**config.mk**
```make
export PLATFORM = sky130hd
export DESIGN_NAME = muldiv_dispatch
export DESIGN_NICKNAME = d
export VERILOG_FILES = /design/src/rtl/muldiv_dispatch_pkg.sv /design/src/rtl/div_special_case.sv /design/src/rtl/muldiv_dispatch.sv
export SDC_FILE = /design/constraint.sdc
export NUM_CORES = 1
export LEC_CHECK = 0
export BUFFER_PORTS_ARGS = -buffer_cell sky130_fd_sc_hd__clkbuf_2
export CAP_MARGIN = 20
export CORE_AREA = 2 2 176 178
export CTS_CLUSTER_DIAMETER = 80
export DETAILED_ROUTE_END_ITERATION = 8
export DIE_AREA = 0 0 178 180
export HOLD_SLACK_MARGIN = 0.1
export PLACE_DENSITY = 0.79
export SLEW_MARGIN = 20
export SYNTH_ARGS = -nofsm -noshare
export SYNTH_HDL_FRONTEND = slang
export SYNTH_SLANG_ARGS = --single-unit
```
**constraint.sdc**
```tcl
create_clock -name clk -period 2.5 [get_ports clk]
set_clock_uncertainty 0.05 [all_clocks]
set_input_delay 0.375 -clock clk [delete_from_list [all_inputs] [get_ports clk]]
set_output_delay 0.375 -clock clk [all_outputs]
set_load 0.02 [all_outputs]
```
**src/rtl/muldiv_dispatch_pkg.sv**
```systemverilog
// rtl/muldiv_dispatch_pkg.sv - RV32M dispatch constants, FSM encoding and funct3 op mapping
package muldiv_dispatch_pkg;

  localparam int MUL_OP_WIDTH = 2;
  localparam int DIV_OP_WIDTH = 2;

  localparam logic [MUL_OP_WIDTH-1:0] MUL_OP_MUL    = 2'd0;
  localparam logic [MUL_OP_WIDTH-1:0] MUL_OP_MULH   = 2'd1;
  localparam logic [MUL_OP_WIDTH-1:0] MUL_OP_MULHSU = 2'd2;
  localparam logic [MUL_OP_WIDTH-1:0] MUL_OP_MULHU  = 2'd3;

  localparam logic [DIV_OP_WIDTH-1:0] DIV_OP_DIV  = 2'd0;
  localparam logic [DIV_OP_WIDTH-1:0] DIV_OP_DIVU = 2'd1;
  localparam logic [DIV_OP_WIDTH-1:0] DIV_OP_REM  = 2'd2;
  localparam logic [DIV_OP_WIDTH-1:0] DIV_OP_REMU = 2'd3;

  localparam logic [2:0] MDU_F3_MUL    = 3'b000;
  localparam logic [2:0] MDU_F3_MULH   = 3'b001;
  localparam logic [2:0] MDU_F3_MULHSU = 3'b010;
  localparam logic [2:0] MDU_F3_MULHU  = 3'b011;
  localparam logic [2:0] MDU_F3_DIV    = 3'b100;
  localparam logic [2:0] MDU_F3_DIVU   = 3'b101;
  localparam logic [2:0] MDU_F3_REM    = 3'b110;
  localparam logic [2:0] MDU_F3_REMU   = 3'b111;

  typedef enum logic [4:0] {
    S_IDLE     = 5'b00001,
    S_MUL_WAIT = 5'b00010,
    S_DIV_WAIT = 5'b00100,
    S_RELEASE  = 5'b01000,
    S_DONE     = 5'b10000
  } state_t;

  function automatic logic [MUL_OP_WIDTH-1:0] f3_to_mulop(input logic [2:0] f3);
    case (f3)
      MDU_F3_MULH:   return MUL_OP_MULH;
      MDU_F3_MULHSU: return MUL_OP_MULHSU;
      MDU_F3_MULHU:  return MUL_OP_MULHU;
      default:       return MUL_OP_MUL;
    endcase
  endfunction

  function automatic logic [DIV_OP_WIDTH-1:0] f3_to_divop(input logic [2:0] f3);
    case (f3)
      MDU_F3_DIVU: return DIV_OP_DIVU;
      MDU_F3_REM:  return DIV_OP_REM;
      MDU_F3_REMU: return DIV_OP_REMU;
      default:     return DIV_OP_DIV;
    endcase
  endfunction

endpackage

```
**src/rtl/div_special_case.sv**
```systemverilog
// rtl/div_special_case.sv - RISC-V divide-by-zero and signed-overflow results, resolved without the divider
module div_special_case
  import muldiv_dispatch_pkg::*;
(
  input  logic [2:0]  funct3,
  input  logic [31:0] op_a,
  input  logic [31:0] op_b,
  output logic        is_special,
  output logic [31:0] special_result
);

  logic is_div_op;
  logic is_rem;
  logic div_zero;
  logic overflow;

  always_comb begin
    is_div_op = funct3[2];
    is_rem    = (funct3 == MDU_F3_REM) || (funct3 == MDU_F3_REMU);
    div_zero  = is_div_op && (op_b == 32'h0);
    overflow  = ((funct3 == MDU_F3_DIV) || (funct3 == MDU_F3_REM)) &&
                (op_a == 32'h8000_0000) && (op_b == 32'hFFFF_FFFF);
    is_special     = div_zero || overflow;
    special_result = 32'h0;
    // Divide by zero takes priority; the overflow pair has a non-zero divisor anyway.
    if (div_zero) begin
      special_result = is_rem ? op_a : 32'hFFFF_FFFF;
    end else if (overflow) begin
      special_result = is_rem ? 32'h0 : 32'h8000_0000;
    end
  end

endmodule

```
**src/rtl/muldiv_dispatch.sv**
```systemverilog
// rtl/muldiv_dispatch.sv - RV32M front-end: decodes funct3, launches multiplier/divider, bypasses specials and repeats
module muldiv_dispatch
  import muldiv_dispatch_pkg::*;
#(
  parameter bit ENABLE_CACHE = 1'b1
) (
  input  logic                    clk,
  input  logic                    resetn,
  input  logic                    valid_i,
  output logic                    ready_o,
  input  logic [2:0]              funct3,
  input  logic [31:0]             op_a,
  input  logic [31:0]             op_b,
  output logic [31:0]             result,
  output logic                    mul_valid,
  input  logic                    mul_ready,
  output logic [MUL_OP_WIDTH-1:0] MULop,
  output logic [31:0]             mul_a,
  output logic [31:0]             mul_b,
  input  logic [31:0]             mul_result,
  output logic                    div_valid,
  input  logic                    div_ready,
  output logic [DIV_OP_WIDTH-1:0] DIVop,
  output logic [31:0]             div_a,
  output logic [31:0]             div_b,
  input  logic [31:0]             div_result
);

  state_t state_q;
  state_t state_d;

  logic [2:0]  key_f3_q;
  logic [31:0] key_a_q;
  logic [31:0] key_b_q;

  logic        cache_vld_q;
  logic [2:0]  cache_f3_q;
  logic [31:0] cache_a_q;
  logic [31:0] cache_b_q;
  logic [31:0] cache_val_q;

  logic        is_special;
  logic [31:0] special_result;
  logic        cache_hit;
  logic        is_mul;
  logic        accept;

  div_special_case u_special (
    .funct3         (funct3),
    .op_a           (op_a),
    .op_b           (op_b),
    .is_special     (is_special),
    .special_result (special_result)
  );

  assign cache_hit = ENABLE_CACHE && cache_vld_q && (funct3 == cache_f3_q) &&
                     (op_a == cache_a_q) && (op_b == cache_b_q);
  assign is_mul    = !funct3[2];
  assign accept    = (state_q == S_IDLE) && valid_i;

  always_ff @(posedge clk or negedge resetn) begin
    if (!resetn) begin
      state_q <= S_IDLE;
    end else begin
      state_q <= state_d;
    end
  end

  always_comb begin
    state_d = state_q;
    case (state_q)
      S_IDLE: begin
        if (valid_i) begin
          if (cache_hit || is_special) state_d = S_DONE;
          else if (is_mul)             state_d = S_MUL_WAIT;
          else                         state_d = S_DIV_WAIT;
        end
      end
      S_MUL_WAIT: if (mul_ready) state_d = S_RELEASE;
      S_DIV_WAIT: if (div_ready) state_d = S_RELEASE;
      // The unit must drop its ready before the next launch can be trusted.
      S_RELEASE:  if (!mul_ready && !div_ready) state_d = S_DONE;
      S_DONE:     if (!valid_i) state_d = S_IDLE;
      default:    state_d = S_IDLE;
    endcase
  end

  always_comb begin
    mul_valid = (state_q == S_MUL_WAIT);
    div_valid = (state_q == S_DIV_WAIT);
    ready_o   = (state_q == S_DONE);
  end

  always_ff @(posedge clk or negedge resetn) begin
    if (!resetn) begin
      result      <= 32'h0;
      MULop       <= '0;
      mul_a       <= 32'h0;
      mul_b       <= 32'h0;
      DIVop       <= '0;
      div_a       <= 32'h0;
      div_b       <= 32'h0;
      key_f3_q    <= 3'h0;
      key_a_q     <= 32'h0;
      key_b_q     <= 32'h0;
      cache_vld_q <= 1'b0;
      cache_f3_q  <= 3'h0;
      cache_a_q   <= 32'h0;
      cache_b_q   <= 32'h0;
      cache_val_q <= 32'h0;
    end else begin
      if (accept) begin
        key_f3_q <= funct3;
        key_a_q  <= op_a;
        key_b_q  <= op_b;
        if (cache_hit) begin
          result <= cache_val_q;
        end else if (is_special) begin
          result <= special_result;
        end else if (is_mul) begin
          MULop <= f3_to_mulop(funct3);
          mul_a <= op_a;
          mul_b <= op_b;
        end else begin
          DIVop <= f3_to_divop(funct3);
          div_a <= op_a;
          div_b <= op_b;
        end
      end
      // Unit results land in the cache first so result only moves on DONE entry.
      if ((state_q == S_MUL_WAIT && mul_ready) || (state_q == S_DIV_WAIT && div_ready)) begin
        cache_val_q <= (state_q == S_MUL_WAIT) ? mul_result : div_result;
        cache_f3_q  <= key_f3_q;
        cache_a_q   <= key_a_q;
        cache_b_q   <= key_b_q;
        cache_vld_q <= 1'b1;
      end
      if (state_q == S_RELEASE && state_d == S_DONE) begin
        result <= cache_val_q;
      end
    end
  end

endmodule

```
==> results.sh <==
export IMPL_cts_tree="yes"
export IMPL_antenna_found_initial=1
export IMPL_clock_sinks=336
export IMPL_peakVddDrop_mv=0.804
export IMPL_cts_made_buffers=37
export IMPL_synth_edf_count=0
export IMPL_worst_slack_ps=-237
export IMPL_synth_cell_types=48
export IMPL_yosysTopAreaCell="dfrtp_1"
export IMPL_clockRootBuffer="clkbuf_16"
export IMPL_grt_ovfl_total=0
export IMPL_run_status="complete, but fails checks"
export IMPL_drt_iter0_markers=910
export IMPL_maxCapViolations=0
export IMPL_drt_first_pass_iters=6
export IMPL_violations="negative setup slack"
export IMPL_clk_pin_slew_ps=60
export IMPL_num_vias=11700
export IMPL_synth_flop_cell="dfrtp_1"
export IMPL_drc_errors=0
export IMPL_syn_area_per_cell_um2=12.4
export IMPL_ant_nets=0
export IMPL_synth_nets=1330
export IMPL_period_minus_slack_ps=2740
export IMPL_netlist_area_leader_share_pct=56.6
export IMPL_die_y_um=180
export IMPL_critPathCaptureType="register"
export IMPL_htreeDepth=2
export IMPL_portBuffers=302
export IMPL_yosys_top_cells_count="dfrtp_1, nand2_1, mux2_2"
export IMPL_grt_start_max_net_pins=134
export IMPL_ys_async_sr_fraction_pct=100
export IMPL_r2r_setup_slack_ps=-240
export IMPL_crit_arrival_ps=3070
export IMPL_rr_startpoint="cache_b_q[30]"
export IMPL_final_hold_viol_count=0
export IMPL_setup_viol=166
export IMPL_holdPathStages=3
export IMPL_grt_pass1_vias=12000
export IMPL_hold_class="in2reg"
export IMPL_reg2reg_depth=10
export IMPL_clk_path_buf_depth=3
export IMPL_ys_seq_elements=336
export IMPL_holdWs_ps=108
export IMPL_area_growth_pct=37.1
export IMPL_grt_pass1_wl_um=70500
export IMPL_ioPinCount=303
export IMPL_initial_core_util_pct=49.1
export IMPL_grt_use_total_pct=28.5
export IMPL_fillCellCount=2058
export IMPL_p_per_area_mw_per_mm2=1170
export IMPL_post_route_cell_area_mm2=0.0203
export IMPL_hpwl_um=29800
export IMPL_finalMaxSlewViolations=0
export IMPL_path_class="reg2reg"
export IMPL_clkLatencyLatePin_ps=520
export IMPL_worst_setup_path_start_kind="register"
export IMPL_ys_seq_area_share_pct=56.8
export IMPL_die_w_um=178
export IMPL_via_per_inst=5.63
export IMPL_std_cell_rows=64
export IMPL_nets=1791
export IMPL_cellLeakagePower_nw=10.4
export IMPL_gp_congestion=0.944
export IMPL_r2r_end="mul_a[11]"
export IMPL_rsz0062_at_grt="true"
export IMPL_tightestPinTransition_ps=880
export IMPL_placed_cell_area_mm2=0.0177
export IMPL_syn_inst=1194
export IMPL_min_from="mul_result[14]"
export IMPL_drive_gt1_share_pct=49.6
export IMPL_yosysMostFrequentCell="dfrtp_1"
export IMPL_relSlewSlack_pct=41.3
export IMPL_wire_per_inst_um=22.6
export IMPL_fmax_mhz=365
export IMPL_syn_area_mm2=0.0148
export IMPL_crit_required_ps=2830
export IMPL_fp_coreArea_mm2=0.0302
export IMPL_die_area_mm2=0.0320
export IMPL_drt_total_wl_um=46900
export IMPL_min_to="cache_val_q[14]"
export IMPL_yosysWarnings=0
export IMPL_timing_final_crit_share_pct=109
export IMPL_yosys_top_cells_area="dfrtp_1, mux2_2, mux2_4"
export IMPL_critPathMaxFanout=7
## placed cells by master, fill, tap and decap left out, types with 3 or more instances in the layout
cell and n:
dfrtp_1 335, clkbuf_2 300, nand2_1 218, mux2_4 145, buf_4 122, mux2_2 87
inv_1 45, xor2_1 45, o21ai_0 45, clkbuf_16 44, mux2i_1 32, o2bb2ai_1 27
buf_12 27, or2_2 25, nor4_1 17, nand4_1 15, nor2b_1 10, clkbuf_8 10
nand3_1 9, buf_16 9, clkinv_2 8, dlygate4sd3_1 8, nor4_2 7, nor2_1 6
buf_6 6, o2bb2ai_2 5, nor3_1 4, xnor2_2 4, clkbuf_1 4, or4_4 3
inv_2 3, o22ai_1 3, a21oi_1 3, bufinv_16 3, buf_8 3
## critical path, cell delays in order, from the launching register on
cell and delay (ps):
dfrtp_1 390, xor2_1 160, nor4_2 320, nand3_1 210, nor4_4 400, a21bo_4 200
or3_4 150, buf_6 110, buf_12 140, buf_12 150, mux2_4 310
## power by group
| group | internal [W] | switching (W) |
|---|---|---|
| clock network | 0.00333 | 0.00222 |
| logic | 0.00428 | 0.00463 |
| registers | 0.00784 | 0.00155 |
| total | 0.0154 | 0.00840 |
## how the worst max path moves through the flow
| stage | startpoint | endpoint | slack [ps] | cells past startpoint |
|---|---|---|---|---|
| after floorplan | cache_a_q[10] | mul_b[10] | -8 | 10 |
| after global placement | op_b[31] | mul_a[29] | -370 | 10 |
| after detailed placement | op_a[10] | mul_b[31] | -430 | 9 |
| after CTS | cache_b_q[8] | mul_a[11] | -140 | 10 |
| after global routing | cache_a_q[22] | mul_a[11] | -320 | 12 |
| final | cache_b_q[30] | mul_a[11] | -240 | 10 |
## layout make-up
class | instances | area (um2) | share of cell area (%)
antenna | 1 | 2.50 | 0.0123
sequential | 336 | 8410 | 41.4
inverter | 48 | 180 | 0.887
multi-input combinational | 748 | 6370 | 31.4
clock buffer | 51 | 1080 | 5.31
timing repair buffer | 484 | 3610 | 17.8
clock inverter | 14 | 158 | 0.776
tap | 396 | 495 | 2.44
## logic make-up (layout without fill, tap and decap cells)
group	Yosys count	in the layout	share of synthesized area [%]
DFF	336	336	56.8
and+or+nand+nor	331	331	10.2
muxes	264	264	21.3
buffers and inverters	110	597	4.01
AOI/OAI and AO/OA	103	103	4.71
xor gates and xnor gates	50	50	2.96
other	0	1	0
## layer usage
layer / global-route usage, % / wire, um
met3: 5.03 / 3580
met2: 45.9 / 22300
met5: 0 / 0
met4: 11.8 / 2130
met1: 38.2 / 18900
## what timing repair did
item | CTS | global route
cloned | 12 | 6
buffers inserted | 16 | 10
pin swaps | 13 | 6
resized for setup | 115 | 36
setup endpoints to repair | 167 | 168
endpoints found under the hold margin | 81 | 0
hold buffers | 8 | 0
## metrics by stage
stage / worst slack, ps / cells / power, W / TNS [ps] / util [%]
floorplan: -7.74 / 1194 / 0.0141 / -222 / -
global placement: -369 / 1966 / 0.0166 / -50750 / 58.8
detailed placement: -427 / 1966 / 0.0170 / -59810 / 58.8
CTS: -137 / 2067 / 0.0235 / -13340 / 66.3
global route: -320 / 2077 / 0.0249 / -41110 / 67.3
finish: -237 / 2078 / 0.0239 / -26060 / 67.3
No activity file was read; power rests on OpenSTA's default activity.
